[src/rtl/vcii_zout_meter.sv]
`default_nettype none
// ============================================================================
// Module      : vcii_zout_meter
// Description : Density (sinc1) and rising-edge counter for the comparator
//               bitstream that slices the VCII z-node against ref. The raw
//               comparator bit is synchronised, then integrated over a
//               programmable window of 2^(win_sel+4) cycles. Results are
//               published with a one-cycle valid strobe.
// Ports       : clk, rst (async, active-high)
//               ena          - tile enable, low forces IDLE
//               cmp_in       - asynchronous comparator bit
//               start        - level; high in IDLE begins a measurement
//               cont         - re-arm automatically after each window
//               win_sel[3:0] - window code, clamped to WIN_MAX
//               ones_cnt     - synced-high cycles in last completed window
//               edge_cnt     - rising edges in last completed window
//               result_valid - one-cycle strobe when results update
//               busy         - high in any state other than IDLE
// Revision    : 1.0 - initial release
// ============================================================================
module vcii_zout_meter #(
    parameter int CNT_W   = 16,
    parameter int WIN_MAX = 11
) (
    input  logic             clk,
    input  logic             rst,
    input  logic             ena,
    input  logic             cmp_in,
    input  logic             start,
    input  logic             cont,
    input  logic [3:0]       win_sel,
    output logic [CNT_W-1:0] ones_cnt,
    output logic [CNT_W-1:0] edge_cnt,
    output logic             result_valid,
    output logic             busy
);

    localparam logic [1:0] c_st_idle    = 2'd0;
    localparam logic [1:0] c_st_settle  = 2'd1;
    localparam logic [1:0] c_st_measure = 2'd2;
    localparam logic [1:0] c_st_done    = 2'd3;

    // Window counter must hold W-1 for the largest window, 2^(WIN_MAX+4)-1.
    localparam int         c_wcnt_w  = WIN_MAX + 4;
    localparam logic [3:0] c_win_max = 4'(WIN_MAX);

    logic [1:0]          r_state;
    logic [1:0]          w_next;
    logic                r_s1;
    logic                r_s2;
    logic                r_s3;
    logic                r_settle;
    logic [3:0]          r_win;
    logic [c_wcnt_w-1:0] r_wcnt;
    logic [CNT_W-1:0]    r_acc_ones;
    logic [CNT_W-1:0]    r_acc_edge;
    logic                r_valid;
    logic [CNT_W-1:0]    r_ones_cnt;
    logic [CNT_W-1:0]    r_edge_cnt;

    logic                w_rise;
    logic [3:0]          w_win_code;
    logic [3:0]          w_load_code;
    logic [c_wcnt_w-1:0] w_load;
    logic                w_enter_measure;
    logic                w_finish;

    assign w_rise     = r_s2 & ~r_s3;
    assign w_win_code = (win_sel > c_win_max) ? c_win_max : win_sel;

    // A back-to-back window re-latches win_sel in DONE, so the counter load
    // must use the freshly clamped code there rather than the stale latch.
    assign w_load_code = (r_state == c_st_done) ? w_win_code : r_win;
    assign w_load      = (c_wcnt_w'(1) << ({1'b0, w_load_code} + 5'd4)) - c_wcnt_w'(1);

    assign w_enter_measure = (w_next == c_st_measure) && (r_state != c_st_measure);
    assign w_finish        = (r_state == c_st_measure) && (w_next == c_st_done);

    // ------------------------------------------------------------------
    // State register
    // ------------------------------------------------------------------
    always_ff @(posedge clk or posedge rst) begin
        if (rst) begin
            r_state <= c_st_idle;
        end else begin
            r_state <= w_next;
        end
    end

    // ------------------------------------------------------------------
    // Next-state logic; ena low overrides every state
    // ------------------------------------------------------------------
    always_comb begin
        w_next = r_state;
        if (!ena) begin
            w_next = c_st_idle;
        end else begin
            case (r_state)
                c_st_idle:    if (start) w_next = c_st_settle;
                c_st_settle:  if (r_settle) w_next = c_st_measure;
                c_st_measure: if (r_wcnt == '0) w_next = c_st_done;
                c_st_done:    w_next = cont ? c_st_measure : c_st_idle;
                default:      w_next = c_st_idle;
            endcase
        end
    end

    // ------------------------------------------------------------------
    // Synchroniser, window counter, accumulators and result registers
    // ------------------------------------------------------------------
    always_ff @(posedge clk or posedge rst) begin
        if (rst) begin
            r_s1       <= 1'b0;
            r_s2       <= 1'b0;
            r_s3       <= 1'b0;
            r_settle   <= 1'b0;
            r_win      <= 4'd0;
            r_wcnt     <= '0;
            r_acc_ones <= '0;
            r_acc_edge <= '0;
            r_valid    <= 1'b0;
            r_ones_cnt <= '0;
            r_edge_cnt <= '0;
        end else begin
            r_s1 <= cmp_in;
            r_s2 <= r_s1;
            r_s3 <= r_s2;

            // Second SETTLE cycle is flagged by r_settle being set by the first.
            r_settle <= (r_state == c_st_settle);

            if ((r_state == c_st_idle && w_next == c_st_settle) || r_state == c_st_done) begin
                r_win <= w_win_code;
            end

            if (w_enter_measure) begin
                r_wcnt <= w_load;
            end else if (r_state == c_st_measure) begin
                r_wcnt <= r_wcnt - c_wcnt_w'(1);
            end

            // Accumulate only while staying in MEASURE; every other path
            // (window end, SETTLE, ena drop) leaves the accumulators clear.
            if (r_state == c_st_measure && w_next == c_st_measure) begin
                r_acc_ones <= r_acc_ones + CNT_W'(r_s2);
                r_acc_edge <= r_acc_edge + CNT_W'(w_rise);
            end else begin
                r_acc_ones <= '0;
                r_acc_edge <= '0;
            end

            // The last MEASURE sample is folded in directly so results and
            // strobe are both visible during the DONE cycle.
            r_valid <= w_finish;
            if (w_finish) begin
                r_ones_cnt <= r_acc_ones + CNT_W'(r_s2);
                r_edge_cnt <= r_acc_edge + CNT_W'(w_rise);
            end
        end
    end

    assign ones_cnt     = r_ones_cnt;
    assign edge_cnt     = r_edge_cnt;
    assign result_valid = r_valid;
    assign busy         = (r_state != c_st_idle);

endmodule
`default_nettype wire

[config.mk]
export PLATFORM = sky130hd
export DESIGN_NAME = vcii_zout_meter
export DESIGN_NICKNAME = d
export VERILOG_FILES = /design/src/rtl/vcii_zout_meter.sv
export SDC_FILE = /design/constraint.sdc
export NUM_CORES = 1
export LEC_CHECK = 0
export ABC_AREA = 0
export BUFFER_PORTS_ARGS = -buffer_cell sky130_fd_sc_hd__buf_2
export CAP_MARGIN = 20
export CELL_PAD_IN_SITES_DETAIL_PLACEMENT = 0
export CELL_PAD_IN_SITES_GLOBAL_PLACEMENT = 1
export CORE_MARGIN = 10
export CORE_UTILIZATION = 36
export CTS_BUF_LIST = sky130_fd_sc_hd__clkbuf_8
export CTS_CLUSTER_DIAMETER = 150
export DETAILED_ROUTE_END_ITERATION = 16
export PLACE_DENSITY_LB_ADDON = 0.12
export SETUP_SLACK_MARGIN = 0.5
export SYNTH_ARGS = -nofsm -noshare
export SYNTH_HDL_FRONTEND = slang
export SYNTH_SLANG_ARGS = --single-unit
[constraint.sdc]
create_clock -name clk -period 8.8 [get_ports clk]
set_clock_uncertainty 0.15 [all_clocks]
set_input_delay 1.32 -clock clk [delete_from_list [all_inputs] [get_ports clk]]
set_output_delay 1.32 -clock clk [all_outputs]
set_load 0.02 [all_outputs]
==> results_tabular.tex <==
\begin{tabular}{lr}
\hline
Metric & Value \\
\hline
\multicolumn{2}{l}{\textbf{Synth}} \\
\quad Count of warnings emitted by yosys & 0 \\
\quad Async set-or-reset flop fraction in the synthesized netlist & 100\% \\
\quad Post-synthesis sequential area ratio & 51.0\% \\
\quad Post-synthesis instance area & 0.00442 mm\^{}2 \\
\quad Fraction of post-synthesis cell area in the top cell type by area & 51.0\% \\
\quad Post-synthesis sequential element count & 90 \\
\quad Average cell area after synthesis & 9.61 um\^{}2 \\
\quad Post-Synthesis Cells & 460 \\
\quad Library cell occupying the most area in the post-synthesis netlist & sky130\_fd\_sc\_hd\_\_dfrtp\_1 \\
\quad Number of enable flip-flop cells after synthesis & 0 \\
\quad Top cells by area, synth & sky130\_fd\_sc\_hd\_\_dfrtp\_1 (51\%), sky130\_fd\_sc\_hd\_\_nor2\_1 (4.8\%), sky130\_fd\_sc\_hd\_\_nand2\_1 (4.6\%) \\
\quad Number of distinct library cells after synthesis & 49 \\
\quad Number of nets in the synthesized netlist & 477 \\
\quad Top\_reg\_cell synth & sky130\_fd\_sc\_hd\_\_dfrtp\_1 \\
\multicolumn{2}{l}{\textbf{Setup path}} \\
\quad Setup crit start kind & input pin \\
\quad Kind of end point of the critical path & flop \\
\quad Worst setup path class & in2reg \\
\quad WP data required & 8.93 ns \\
\quad CP arrival & 4.54 ns \\
\quad Max Fanout on Critical Path & 17 \\
\multicolumn{2}{l}{\textbf{Status}} \\
\quad Outcome & completed \\
\multicolumn{2}{l}{\textbf{Die}} \\
\quad I/O pin cnt & 44 \\
\quad Floorplan core area & 0.0120 mm\^{}2 \\
\quad Die Y & 131 um \\
\quad Total number of placement rows & 40 \\
\quad Die outline area & 0.0171 mm\^{}2 \\
\quad Starting utilization of the core area & 36.8\% \\
\quad Die outline width & 131 um \\
\multicolumn{2}{l}{\textbf{Timing}} \\
\quad Worst-Margin Slew & 0.982 ns \\
\quad Sum Neg Setup Slack & 0 ns \\
\quad Number of failing hold endpoints at the final stage & 0 \\
\quad Post-route clock period utilization & 50.1\% \\
\quad Tmin final & 4.41 ns \\
\quad Setup repair after global routing missed its margin & no \\
\quad Final count of pins violating max slew & 0 \\
\quad Final setup violation count & 0 \\
\quad Achievable clock frequency & 0.227 GHz \\
\quad Normalized max-slew margin & 34.4\% \\
\quad Post-route worst hold slack & 0.242 ns \\
\multicolumn{2}{l}{\textbf{Power}} \\
\quad Internal power component & 671 uW \\
\quad Power density of the placed cells & 195 mW/mm\^{}2 \\
\quad Worst IR Drop VDD & 0.0744 mV \\
\quad Static Leak & 2.17 nW \\
\quad Flop pwr share & 51.4\% \\
\quad Switching part of the total & 30.1\% \\
\quad Net load switching power & 289 uW \\
\quad Power Total & 960 uW \\
\quad Fraction of power consumed by combinational cells & 16.9\% \\
\quad Clock network power share & 31.7\% \\
\multicolumn{2}{l}{\textbf{Placement}} \\
\quad HPWL Detailed & 6860 um \\
\quad Final GP Congestion & 0.824 \\
\quad Cells after DPL & 632 \\
\quad IO buf count & 43 \\
\multicolumn{2}{l}{\textbf{Drt}} \\
\quad Via-to-Cell Ratio & 5.12 \\
\quad Drt initial violations & 241 \\
\quad Average wire per cell in the routed design & 15.2 um \\
\quad Final routed DRC violation total & 0 \\
\quad DRT Pass-1 Iters & 4 \\
\quad Overall routed net length & 9850 um \\
\quad Vias & 3,311 \\
\quad Post-detailed-route count of antenna-violating nets & 0 \\
\multicolumn{2}{l}{\textbf{Global route}} \\
\quad Vias in the first global route & 3,192 \\
\quad GRT Total Usage & 12.2\% \\
\quad Wire length of the first global-routing pass & 16,500 um \\
\quad Total gr overflow & 0 \\
\quad Initial antenna violation count & 0 \\
\quad Maximum number of pins on one net before global-route repair & 66 \\
\multicolumn{2}{l}{\textbf{Finish}} \\
\quad Area used by sequential logic in the layout & 0.00225 mm\^{}2 \\
\quad Area added between synthesis and finish & 11.4\% \\
\quad Layout cell share with drive strength beyond 1 & 16.0\% \\
\quad Number of filler cells placed in the layout & 1,198 \\
\quad Antenna diode count & 0 \\
\quad Non-filler instance count after layout & 647 \\
\quad Combined area of the multi-input logic cells & 0.00198 mm\^{}2 \\
\quad Nets@finish & 513 \\
\multicolumn{2}{l}{\textbf{Clock tree}} \\
\quad Number of buffers inserted by hold repair at cts & 0 \\
\quad CTS tree & yes \\
\quad Clock input transition at the sequential cells of the worst setup and hold paths & 0.09 ns \\
\quad Insertion delay of the later-clocked pin in the worst-skew pair & 0.37 ns \\
\quad Number of clock sinks & 90 \\
\quad Number of resized instances in the post-cts repair step & 0 \\
\quad Post-CTS repair timing setup buffer count & 0 \\
\quad Number of H-tree levels & 3 \\
\quad Buffer cell driving the clock tree root & sky130\_fd\_sc\_hd\_\_clkbuf\_8 \\
\quad Maximum buffer depth of the clock tree & 2 \\
\quad Number of clock buffers inserted by TritonCTS & 9 \\
\multicolumn{2}{l}{\textbf{Flow run}} \\
\quad Max-cap violations & 0 \\
\multicolumn{2}{l}{\textbf{Hold path}} \\
\quad Worst min path class & reg2reg \\
\hline
\end{tabular}
-- synth_stat cells, drive strengths merged (2+ instances only) --
master / number
nand3: 15
a211oi: 5
o311a: 2
ha: 7
nor3: 7
a21o: 4
o211ai: 2
mux2: 6
a21oi: 18
or3: 5
nor2: 57
nand2: 54
a211o: 2
a21boi: 2
xor2: 17
xnor2: 15
dfrtp: 90
and2: 3
inv: 17
mux2i: 2
nor2b: 6
and4: 3
buf: 10
nor4: 10
nand4: 9
nand2b: 4
clkbuf: 10
o32ai: 3
o22ai: 3
and3: 7
or4: 2
a31oi: 3
o21ai: 47
a221oi: 2
-- sequential cells by signal, summed over array words and instances, names as in the netlist --
signal / count
r_acc_ones: 16
r_s1: 1
r_s3: 1
result_valid: 1
r_win: 4
r_s2: 1
ones_cnt: 16
edge_cnt: 16
r_acc_edge: 16
r_state: 2
r_wcnt: 15
r_settle: 1
-- through the flow --
stage	area, um^2	worst slack (ns)	utilization, %
2_1_floorplan	4420	4.56	-
3_3_place_gp	4710	4.12	39.2
3_5_place_dp	4710	4.04	39.2
4_1_cts	4920	4.44	41.0
5_1_grt	4920	4.16	41.0
6_report	4920	4.39	41.0
-- cell families after synthesis --
logic type,share of synthesized area (%)
adder cells (fa/ha/maj),1.98
buffers and inverters,4.28
flip-flops,51.0
multiplexers,1.98
AND/OR/NAND/NOR,20.0
AO/OA/AOI/OAI,14.5
XOR/XNOR,6.34
-- worst max-delay path: stages --
cell and delay (ns):
sky130_fd_sc_hd__buf_2 0.12, sky130_fd_sc_hd__and4b_1 0.23, sky130_fd_sc_hd__a21oi_1 0.34, sky130_fd_sc_hd__inv_1 0.18
sky130_fd_sc_hd__ha_1 0.41, sky130_fd_sc_hd__or2_2 0.37, sky130_fd_sc_hd__nor2_1 0.14, sky130_fd_sc_hd__nand3_1 0.09
sky130_fd_sc_hd__ha_1 0.42, sky130_fd_sc_hd__or3_1 0.42, sky130_fd_sc_hd__a211o_1 0.29, sky130_fd_sc_hd__a211oi_1 0.22
-- power by group through the flow --
stage | Sequential, mW | Combinational, mW | Clock [mW]
after global placement | 0.501 | 0.163 | 0
after global routing | 0.500 | 0.184 | 0.330
after CTS | 0.493 | 0.164 | 0.316
after floorplan | 0.488 | 0.128 | 0
after detailed placement | 0.501 | 0.163 | 0
final | 0.494 | 0.162 | 0.304
-- layout by cell type (no fill, tap or decap), types with 4 or more instances in the layout --
cell                       netlist  routed
sky130_fd_sc_hd__a211oi_1        5       5
sky130_fd_sc_hd__a21o_1          4       4
sky130_fd_sc_hd__a21oi_1        18      18
sky130_fd_sc_hd__and3_1          7       7
sky130_fd_sc_hd__buf_2           4      43
sky130_fd_sc_hd__clkbuf_8        0      12
sky130_fd_sc_hd__dfrtp_1        90      90
sky130_fd_sc_hd__ha_1            7       7
sky130_fd_sc_hd__inv_1          17      16
sky130_fd_sc_hd__mux2_2          6       6
sky130_fd_sc_hd__nand2_1        54      54
sky130_fd_sc_hd__nand2b_1        4       4
sky130_fd_sc_hd__nand3_1        15      15
sky130_fd_sc_hd__nand4_1         9       9
sky130_fd_sc_hd__nor2_1         57      57
sky130_fd_sc_hd__nor2b_1         6       6
sky130_fd_sc_hd__nor3_1          7       7
sky130_fd_sc_hd__nor4_1         10      10
sky130_fd_sc_hd__o21ai_0        14      14
sky130_fd_sc_hd__o21ai_1        23      23
sky130_fd_sc_hd__o21ai_2        10      10
sky130_fd_sc_hd__or3_1           5       5
sky130_fd_sc_hd__xnor2_1        15      15
sky130_fd_sc_hd__xor2_1         17      17
-- path summary, 6_finish.rpt --
check	startpoint	to	slack, ns	cells after the start
worst min-delay path	r_s1$_DFF_PP0_	r_s2$_DFF_PP0_	0.24	0
worst min register to register	r_s1$_DFF_PP0_	r_s2$_DFF_PP0_	0.24	0
max in group asynchronous	rst	r_acc_edge[9]$_DFF_PP0_	6.51	3
worst max register to register	r_state[1]$_DFF_PP0_	r_wcnt[14]$_DFFE_PP0P_	4.81	11
worst max-delay path	win_sel[3]	r_wcnt[14]$_DFFE_PP0P_	4.39	12
min in group asynchronous	rst	r_win[0]$_DFFE_PP0P_	0.81	2
-- layout make-up --
class | instances | share of cell area, %
flip-flops and latches | 90 | 45.8
inverters | 17 | 1.32
multi-input cells | 333 | 40.2
clock inverters | 3 | 0.966
clock buffers | 12 | 3.36
repair buffers | 45 | 4.68
well taps | 147 | 3.74
-- routing by layer --
layer	track usage, %	share of wire [%]	routed length (um)
met1	16.5	50	4950
met2	18.2	44	4360
met3	2.38	3.4	335
met4	6.02	2.0	195
met5	0	0	0
No activity file was read; power rests on OpenSTA's default activity.
